### config.mk
export PLATFORM = sky130hd
export DESIGN_NAME = muldiv_iter_unit
export DESIGN_NICKNAME = d
export VERILOG_FILES = /design/src/rtl/muldiv_iter_unit.sv
export SDC_FILE = /design/constraint.sdc
export NUM_CORES = 1
export LEC_CHECK = 0
export BUFFER_PORTS_ARGS = -buffer_cell sky130_fd_sc_hd__buf_4
export CAP_MARGIN = 20
export CORE_UTILIZATION = 39
export CTS_CLUSTER_SIZE = 25
export DETAILED_ROUTE_END_ITERATION = 10
export GPL_TIMING_DRIVEN = 0
export SKIP_CTS_REPAIR_TIMING = 1
export SLEW_MARGIN = 5
export SYNTH_ARGS = -nofsm -noshare
export SYNTH_HDL_FRONTEND = slang
export SYNTH_SLANG_ARGS = --single-unit
### constraint.sdc
create_clock -name clk -period 14.3 [get_ports clk]
set_clock_uncertainty 0.1 [all_clocks]
set_input_delay 1.43 -clock clk [delete_from_list [all_inputs] [get_ports clk]]
set_output_delay 1.43 -clock clk [all_outputs]
set_load 0.05 [all_outputs]
### src/rtl/muldiv_iter_unit.sv
// Iterative RISC-V M-extension execute unit: shift-add multiplier and restoring
// divider sharing one accumulator, with a one-cycle path for div-by-zero and overflow.
module muldiv_iter_unit #(
  parameter int XLEN    = 32,
  parameter int MUL_BPC = 4,
  parameter int DIV_BPC = 1
) (
  input  logic            clk,
  input  logic            resetn,
  input  logic            valid,
  input  logic [2:0]      op,
  input  logic [XLEN-1:0] rs1,
  input  logic [XLEN-1:0] rs2,
  output logic            ready,
  output logic            busy,
  output logic [XLEN-1:0] result,
  output logic            div_by_zero
);

  localparam int MUL_ITERS = XLEN / MUL_BPC;
  localparam int DIV_ITERS = XLEN / DIV_BPC;
  localparam int CW        = $clog2(XLEN) + 1;

  localparam logic [CW-1:0]     MUL_LAST = CW'(MUL_ITERS - 1);
  localparam logic [CW-1:0]     DIV_LAST = CW'(DIV_ITERS - 1);
  localparam logic [CW-1:0]     CNT_ONE  = {{(CW-1){1'b0}}, 1'b1};
  localparam logic [XLEN-1:0]   ZERO_X   = {XLEN{1'b0}};
  localparam logic [XLEN-1:0]   ONE_X    = {{(XLEN-1){1'b0}}, 1'b1};
  localparam logic [XLEN-1:0]   ONES_X   = {XLEN{1'b1}};
  localparam logic [XLEN-1:0]   MOST_NEG = {1'b1, {(XLEN-1){1'b0}}};
  localparam logic [2*XLEN-1:0] ZERO_P   = {(2*XLEN){1'b0}};
  localparam logic [2*XLEN-1:0] ONE_P    = {{(2*XLEN-1){1'b0}}, 1'b1};

  localparam logic [2:0] OP_MUL    = 3'b000;
  localparam logic [2:0] OP_MULH   = 3'b001;
  localparam logic [2:0] OP_MULHSU = 3'b010;
  localparam logic [2:0] OP_MULHU  = 3'b011;
  localparam logic [2:0] OP_DIV    = 3'b100;
  localparam logic [2:0] OP_DIVU   = 3'b101;
  localparam logic [2:0] OP_REM    = 3'b110;
  localparam logic [2:0] OP_REMU   = 3'b111;

  typedef enum logic [2:0] {
    S_IDLE  = 3'd0,
    S_MUL   = 3'd1,
    S_DIV   = 3'd2,
    S_FIXUP = 3'd3,
    S_DONE  = 3'd4
  } state_t;

  function automatic logic [XLEN-1:0] neg_x(input logic [XLEN-1:0] v);
    return (~v) + ONE_X;
  endfunction

  function automatic logic [2*XLEN-1:0] neg_p(input logic [2*XLEN-1:0] v);
    return (~v) + ONE_P;
  endfunction

  function automatic logic [XLEN-1:0] mag(input logic [XLEN-1:0] v, input logic is_signed);
    if (is_signed && v[XLEN-1]) begin
      return neg_x(v);
    end else begin
      return v;
    end
  endfunction

  state_t            state_r;
  logic [CW-1:0]     cnt_r;
  logic [2:0]        op_r;
  logic              neg_r;
  logic              dbz_r;
  // opa_r: shifting multiplicand, or divisor in the low half during DIV.
  // opb_r: multiplier slices shift out, or dividend bits shift out as quotient bits shift in.
  // acc_r: product, or the XLEN+1 bit partial remainder in its low bits.
  logic [2*XLEN-1:0] opa_r;
  logic [XLEN-1:0]   opb_r;
  logic [2*XLEN-1:0] acc_r;

  logic              a_signed_s;
  logic              b_signed_s;
  logic              a_neg_s;
  logic              b_neg_s;
  logic              div_zero_s;
  logic              ovf_s;
  logic              neg_start_s;
  logic [XLEN-1:0]   mag_a_s;
  logic [XLEN-1:0]   mag_b_s;
  logic [XLEN-1:0]   special_res_s;
  logic [2*XLEN-1:0] acc_mul_s;
  logic [XLEN:0]     div_rem_s;
  logic [XLEN-1:0]   div_quo_s;
  logic [2*XLEN-1:0] prod_s;
  logic [XLEN-1:0]   quo_s;
  logic [XLEN-1:0]   rem_s;
  logic [XLEN-1:0]   fix_res_s;

  // Operand decode at accept: signedness, magnitudes and special-case detection.
  always_comb begin
    a_signed_s    = 1'b0;
    b_signed_s    = 1'b0;
    special_res_s = ZERO_X;
    case (op)
      OP_MULH:        begin a_signed_s = 1'b1; b_signed_s = 1'b1; end
      OP_MULHSU:      begin a_signed_s = 1'b1; b_signed_s = 1'b0; end
      OP_DIV, OP_REM: begin a_signed_s = 1'b1; b_signed_s = 1'b1; end
      default:        begin a_signed_s = 1'b0; b_signed_s = 1'b0; end
    endcase
    a_neg_s    = a_signed_s & rs1[XLEN-1];
    b_neg_s    = b_signed_s & rs2[XLEN-1];
    mag_a_s    = mag(rs1, a_signed_s);
    mag_b_s    = mag(rs2, b_signed_s);
    div_zero_s = op[2] && (rs2 == ZERO_X);
    ovf_s      = ((op == OP_DIV) || (op == OP_REM)) && (rs1 == MOST_NEG) && (rs2 == ONES_X);
    // Remainders follow the dividend sign; products and quotients follow the sign product.
    if (op[2] && op[1]) begin
      neg_start_s = a_neg_s;
    end else begin
      neg_start_s = a_neg_s ^ b_neg_s;
    end
    if (div_zero_s) begin
      special_res_s = op[1] ? rs1 : ONES_X;
    end else if (ovf_s) begin
      special_res_s = op[1] ? ZERO_X : MOST_NEG;
    end else begin
      special_res_s = ZERO_X;
    end
  end

  // One multiply step: add the shifted multiplicand times the low MUL_BPC multiplier bits.
  always_comb begin
    acc_mul_s = acc_r + (opa_r * {{(2*XLEN-MUL_BPC){1'b0}}, opb_r[MUL_BPC-1:0]});
  end

  // DIV_BPC restoring-division steps per cycle.
  always_comb begin
    div_rem_s = acc_r[XLEN:0];
    div_quo_s = opb_r;
    for (int i = 0; i < DIV_BPC; i++) begin
      div_rem_s = {div_rem_s[XLEN-1:0], div_quo_s[XLEN-1]};
      div_quo_s = {div_quo_s[XLEN-2:0], 1'b0};
      if (div_rem_s >= {1'b0, opa_r[XLEN-1:0]}) begin
        div_rem_s    = div_rem_s - {1'b0, opa_r[XLEN-1:0]};
        div_quo_s[0] = 1'b1;
      end else begin
        div_quo_s[0] = 1'b0;
      end
    end
  end

  // Sign fix-up and result selection for the FIXUP cycle.
  always_comb begin
    prod_s    = neg_r ? neg_p(acc_r) : acc_r;
    quo_s     = neg_r ? neg_x(opb_r) : opb_r;
    rem_s     = neg_r ? neg_x(acc_r[XLEN-1:0]) : acc_r[XLEN-1:0];
    fix_res_s = ZERO_X;
    case (op_r)
      OP_MUL:                      fix_res_s = prod_s[XLEN-1:0];
      OP_MULH, OP_MULHSU, OP_MULHU: fix_res_s = prod_s[2*XLEN-1:XLEN];
      OP_DIV, OP_DIVU:             fix_res_s = quo_s;
      OP_REM, OP_REMU:             fix_res_s = rem_s;
      default:                     fix_res_s = ZERO_X;
    endcase
  end

  // Control FSM, datapath registers and registered outputs.
  always_ff @(posedge clk or negedge resetn) begin
    if (!resetn) begin
      state_r     <= S_IDLE;
      cnt_r       <= {CW{1'b0}};
      op_r        <= 3'b000;
      neg_r       <= 1'b0;
      dbz_r       <= 1'b0;
      opa_r       <= ZERO_P;
      opb_r       <= ZERO_X;
      acc_r       <= ZERO_P;
      ready       <= 1'b0;
      busy        <= 1'b0;
      result      <= ZERO_X;
      div_by_zero <= 1'b0;
    end else begin
      ready <= 1'b0;
      case (state_r)
        S_IDLE: begin
          if (valid) begin
            op_r  <= op;
            cnt_r <= {CW{1'b0}};
            neg_r <= neg_start_s;
            dbz_r <= div_zero_s;
            acc_r <= ZERO_P;
            busy  <= 1'b1;
            if (op[2]) begin
              opa_r <= {ZERO_X, mag_b_s};
              opb_r <= mag_a_s;
            end else begin
              opa_r <= {ZERO_X, mag_a_s};
              opb_r <= mag_b_s;
            end
            if (div_zero_s || ovf_s) begin
              result  <= special_res_s;
              state_r <= S_DONE;
            end else if (op[2]) begin
              state_r <= S_DIV;
            end else begin
              state_r <= S_MUL;
            end
          end else begin
            state_r <= S_IDLE;
          end
        end
        S_MUL: begin
          acc_r <= acc_mul_s;
          opa_r <= opa_r << MUL_BPC;
          opb_r <= opb_r >> MUL_BPC;
          cnt_r <= cnt_r + CNT_ONE;
          if (cnt_r == MUL_LAST) begin
            state_r <= S_FIXUP;
          end else begin
            state_r <= S_MUL;
          end
        end
        S_DIV: begin
          acc_r <= {{(XLEN-1){1'b0}}, div_rem_s};
          opb_r <= div_quo_s;
          cnt_r <= cnt_r + CNT_ONE;
          if (cnt_r == DIV_LAST) begin
            state_r <= S_FIXUP;
          end else begin
            state_r <= S_DIV;
          end
        end
        S_FIXUP: begin
          result  <= fix_res_s;
          state_r <= S_DONE;
        end
        S_DONE: begin
          ready       <= 1'b1;
          busy        <= 1'b0;
          div_by_zero <= dbz_r;
          state_r     <= S_IDLE;
        end
        default: begin
          busy    <= 1'b0;
          state_r <= S_IDLE;
        end
      endcase
    end
  end

endmodule

After elaboration in Yosys (flattened, before gate mapping)

Cells that the tools add are included.

Memories: 0
Word-level logic and storage cells: 117
Latch bits: 0
Input bits: 70
Memory bits (writable): 0
Memory bits (read-only): 0
Register bits: 209

Multiply operators: 1
Reduce and logical (&&, ||, !) cells: 28
Shifts and indexed selects: 0
$lt $le $gt $ge: 1
Div/mod/pow operators: 0
Eq/ne operators: 21
Bitwise gates (word level): 9
Add/subtract/negate cells: 8
Muxes and demuxes: 37

Operators with widths:

| cell                                           | number |
|---|---|
| two-way mux 32 bit                             | 13 |
| two-way mux 64 bit                             | 3 |
| case mux 64 bit (3 select lines)               | 1 |
| adder 32 x 1 -> 32 bit (second input constant) | 4 |
| inverter 32 bit                                | 4 |
| case mux 32 bit (4 select lines)               | 1 |
| case mux 64 bit (2 select lines)               | 1 |
| case mux 32 bit (3 select lines)               | 1 |
| adder 64 x 1 -> 64 bit (second input constant) | 1 |
| adder 64 bit                                   | 1 |
| == test 32 bit (second input constant)         | 2 |
| multiplier 64 x 4 -> 64 bit                    | 1 |
| inverter 64 bit                                | 1 |
| case mux 32 bit (2 select lines)               | 1 |
| greater-or-equal comparator 33 x 32 -> 1 bit   | 1 |
| two-way mux 33 bit                             | 1 |
| subtractor 33 x 32 -> 33 bit                   | 1 |
| logical NOT 32 bit                             | 1 |
| == test 3 bit (second input constant)          | 7 |
| == test 3 x 2 -> 1 bit (second input constant) | 5 |
| case mux 3 bit (4 select lines)                | 1 |
| case mux 6 bit (2 select lines)                | 1 |
| AND reduction 2 bit                            | 5 |
| == test 3 x 1 -> 1 bit (second input constant) | 3 |
| 21 further kinds                               | 44 |

Longest topological paths before layout

Depth in word-level cells: 9
Gate-level depth with buffers: 21

Least setup slack after synthesis

No wires, ideal clock.

Path type: flip-flop to flip-flop
From: register opb_r[2]
To: register acc_r[62]
Required time: 14078 ps
Clock period less this slack: 5399 ps
Path buffers: 2
Data arrival time: 5177 ps
Setup slack: 8901 ps
Stages on the path, launching flop included: 20
Path through: dfrtp_1 clkbuf_1 clkbuf_1 and2_1 fa_1 fa_1 inv_1 fa_1 inv_1 ha_1 a21oi_1 o221ai_1 a21oi_1 o31ai_1 a31oi_1 o41ai_1 and4_1 o2111ai_1 a21o_1 a32o_1

Longest elaborated chain between the ends: 3

RTL lines:

| what                             | RTL line | text |
|---|---|---|
| from (decl)                      | 76       | `logic [XLEN-1:0] opb_r;` |
| from (signal assigned)           | 193      | `opb_r <= mag_a_s;` |
| from (signal assigned)           | 196      | `opb_r <= mag_b_s;` |
| from (signal assigned)           | 213      | `opb_r <= opb_r >> MUL_BPC;` |
| multiplier 64 x 4 -> 64 bit      | 131      | `acc_mul_s = acc_r + (opa_r * {{(2*XLEN-MUL_BPC){1'b0}}, opb_r[MUL_BPC-1:0]});` |
| adder 64 bit                     | 131      |  |
| case mux 64 bit (3 select lines) | 182      | `case (state_r)` |
| to (signal assigned)             | 211      | `acc_r <= acc_mul_s;` |
| to (signal assigned)             | 222      | `acc_r <= {{(XLEN-1){1'b0}}, div_rem_s};` |
| to (decl)                        | 77       | `logic [2*XLEN-1:0] acc_r;` |

Every way passes these cells.
A chain may end at the register's enable or synchronous reset.

Final worst setup path

From: register opb_r[1]
To: register acc_r[62]

Same word-level chain as after synthesis.

==> flow_summary.json <==
{
  "wl_per_cell_um": 24.4,
  "start_kind": "flip-flop",
  "pin_count": 105,
  "dieArea_um2": 65400,
  "core_um2": 63300,
  "syn_inst": 3151,
  "timing.slew.headroom_pct": 20.8,
  "clock-sinks": 209,
  "routed_wl_mm": 102,
  "crit_path_max_incr_delay_ns": 1.01,
  "synthArstFlopShare_pct": 100,
  "rsz0062_at_grt": "false",
  "grt_pass1_wl_mm": 152,
  "end_kind": "flip-flop",
  "crit_path_max_fanout": 10,
  "synth_area_um2": 25100,
  "worst_slew_pin_slew_ns": 1.19,
  "dieWidth_um": 256,
  "vias_per_cell": 5.93,
  "clock_latency_ns": 0.63,
  "synthTopCellsByArea": "dfrtp_1 21%, fa_1 15%, inv_1 5.6%",
  "die_h_um": 256,
  "clock_path_buffers": 3,
  "drv_cap": 0,
  "antenna_found_initial": 3,
  "place.gp.congestion": 1.04,
  "first_pass_iters": 8,
  "syn_to_final_growth_pct": 11.7,
  "slew_violations": 0,
  "cts_tree": "done",
  "ys_ff_latch": 209,
  "final_nets": 3651,
  "synth_top_area_share_pct": 20.8,
  "synth_fp_nets": 3509,
  "seq_area_frac_synth_pct": 20.8,
  "yosys.area.top_type": "dfrtp_1",
  "crit_chain": "clkbuf_1 > inv_1 > clkbuf_1 > nor2_1 > fa_1 > fa_1 > inv_1 > fa_1 > inv_1 > ha_1 > nand3_1 > o31ai_1 > a31oi_1 > o41ai_2 > and4_1 > o2111ai_1 > a21o_1 > a32o_1",
  "rows": 92,
  "grt_pass1_vias": 23800,
  "cts_buffers": 28,
  "vias": 24700,
  "dpl.hpwl_mm": 82.9,
  "avgSynthCellArea_um2": 7.97,
  "antenna_left": 0,
  "cpMaxStageDelayCell": "o41ai_2",
  "drtIter0Drc": 2561,
  "fin_setup_tns_ns": 0,
  "crit_family": "compound AO/OA/AOI/OAI gates",
  "ys.flop_type": "dfrtp_1",
  "yosysWarnings": 0,
  "crit_arrival_ns": 8.45,
  "fin_crit_ns": 8.04,
  "crit_type": "reg2reg",
  "start_util_pct": 39.7,
  "h-tree-depth": 1,
  "clk_pin_slew_ns": 0.06,
  "synth-edff-count": 0,
  "drc": 0,
  "setup_viol": 0,
  "outcome": "completed",
  "synth.distinct_cells": 70,
  "hold_path_class": "reg2reg",
  "numPortBuffers": 102,
  "worst-path-buf-inv": 5,
  "grtUsageTotal_pct": 30.7,
  "drive_above_1_share_pct": 5.82,
  "antenna_cells": 0,
  "gr-total-overflow": 0,
  "clock.fmax_mhz": 124,
  "hold_viol": 0,
  "required_ns": 14.70,
  "timing.final.crit_share_pct": 56.2,
  "grt_max_degree": 86,
  "cts_root_buf": "clkbuf_16"
}
## cells in the mapped netlist (17+ instances only)
library cell  instances
a21oi_1             234
a21o_1               72
nand2b_1             19
a31oi_1              20
o22ai_1              46
clkbuf_1            167
and2_1              178
or3_1                24
o221ai_1             23
mux2i_1              37
nor4_1               17
o21bai_1             20
inv_1               376
dfrtp_1             209
nor3_1               46
fa_1                183
o31ai_1              47
nand4_1              33
or4_1                19
o21ai_0             222
nor2_1              247
xor2_1               93
nand3_1              49
nand2_1             205
xnor2_1             148
a22oi_1              79
a22o_1               33
ha_1                105
## routing by layer
| layer | up-vias | track usage, % | share of wire (%) |
|---|---|---|---|
| met5 | - | 0 | 0.013 |
| met3 | 216 | 7.35 | 9.9 |
| met4 | 2 | 12.4 | 4.5 |
| li1 | 11100 | - | - |
| met2 | 1116 | 47.0 | 44 |
| met1 | 12200 | 41.5 | 42 |
## cell usage in the layout (no fill, tap or decap), drive strengths merged, types with 8 or more instances in the layout
| master | Yosys | routed |
|---|---|---|
| inv | 377 | 378 |
| nor2 | 247 | 247 |
| a21oi | 234 | 234 |
| o21ai | 222 | 222 |
| dfrtp | 209 | 209 |
| nand2 | 205 | 205 |
| clkbuf | 167 | 201 |
| fa | 183 | 183 |
| and2 | 180 | 180 |
| xnor2 | 148 | 148 |
| buf | 15 | 127 |
| ha | 105 | 105 |
| xor2 | 93 | 93 |
| a22oi | 79 | 79 |
| a21o | 72 | 72 |
| nand3 | 49 | 49 |
| o31ai | 47 | 47 |
| nor3 | 46 | 46 |
| o22ai | 46 | 46 |
| mux2i | 37 | 37 |
| nand4 | 33 | 33 |
| a22o | 33 | 33 |
| or3 | 24 | 24 |
| o221ai | 23 | 23 |
| a31oi | 20 | 20 |
| o21bai | 20 | 20 |
| or4 | 20 | 20 |
| nand2b | 19 | 19 |
| nor4 | 17 | 17 |
| o41ai | 17 | 17 |
| nor2b | 16 | 16 |
| a211oi | 15 | 15 |
| o211ai | 15 | 15 |
| a221oi | 14 | 14 |
| and3 | 13 | 13 |
| o21a | 11 | 11 |
| nor3b | 8 | 8 |
| clkinv | 1 | 8 |
## registers in the layout, indices dropped and copies added, names as in the netlist
signal,flops
op_r,3
ready,1
state_r,3
acc_r,64
opa_r,64
neg_r,1
cnt_r,6
opb_r,32
div_by_zero,1
dbz_r,1
busy,1
result,32
## layout make-up
type,count,area (µm²)
buffer,182,693
clock buffer,34,763
clock inverter,17,185
fill,6557,35200
inverter,378,1420
multi-input combinational,2382,17800
sequential,209,5230
tap,846,1060
timing repair buffer,112,928
## worst register-to-register path, stage by stage (launching register included)
cell,delay (ns)
dfrtp_1,0.54
clkbuf_1,0.88
inv_1,0.33
clkbuf_1,0.46
nor2_1,0.24
fa_1,0.47
fa_1,0.56
inv_1,0.05
fa_1,0.51
inv_1,0.05
ha_1,0.39
nand3_1,0.13
o31ai_1,0.64
a31oi_1,0.45
o41ai_2,1.02
and4_1,0.45
o2111ai_1,0.21
a21o_1,0.22
a32o_1,0.25
## cells by family after synthesis
| group | Yosys count | synth area share, % |
|---|---|---|
| simple gates | 905 | 17.9 |
| compound gates | 907 | 23.0 |
| xor+xnor | 241 | 8.40 |
| mux | 41 | 1.65 |
| flops | 209 | 20.8 |
| buf+inv | 560 | 8.41 |
| fa+ha+maj | 288 | 19.8 |
## stage by stage
stage	hold WS [ns]	worst slack (ns)	std cells	cell area [µm²]	utilization (%)
after floorplan	0.344	8.90	3151	25100	-
after global placement	0.366	6.04	4099	26900	42.6
after detailed placement	0.367	6.50	4108	27100	42.8
after CTS	0.378	6.52	4159	28100	44.3
after global routing	0.407	6.18	4160	28100	44.3
final	0.376	6.26	4160	28100	44.3
## final timing paths
path / from / endpoint / slack (ns) / cells after the start
max: opb_r[1] / acc_r[62] / 6.26 / 18
min: dbz_r / dbz_r / 0.38 / 1
max reg2reg: opb_r[1] / acc_r[62] / 6.26 / 18
min reg2reg: dbz_r / dbz_r / 0.38 / 1
max in group asynchronous: resetn / opa_r[11] / 12.22 / 3
min in group asynchronous: resetn / opa_r[40] / 0.61 / 1
Power is not shown: default switching activity piles up to over one toggle a cycle in this logic, so the estimate is an artifact.
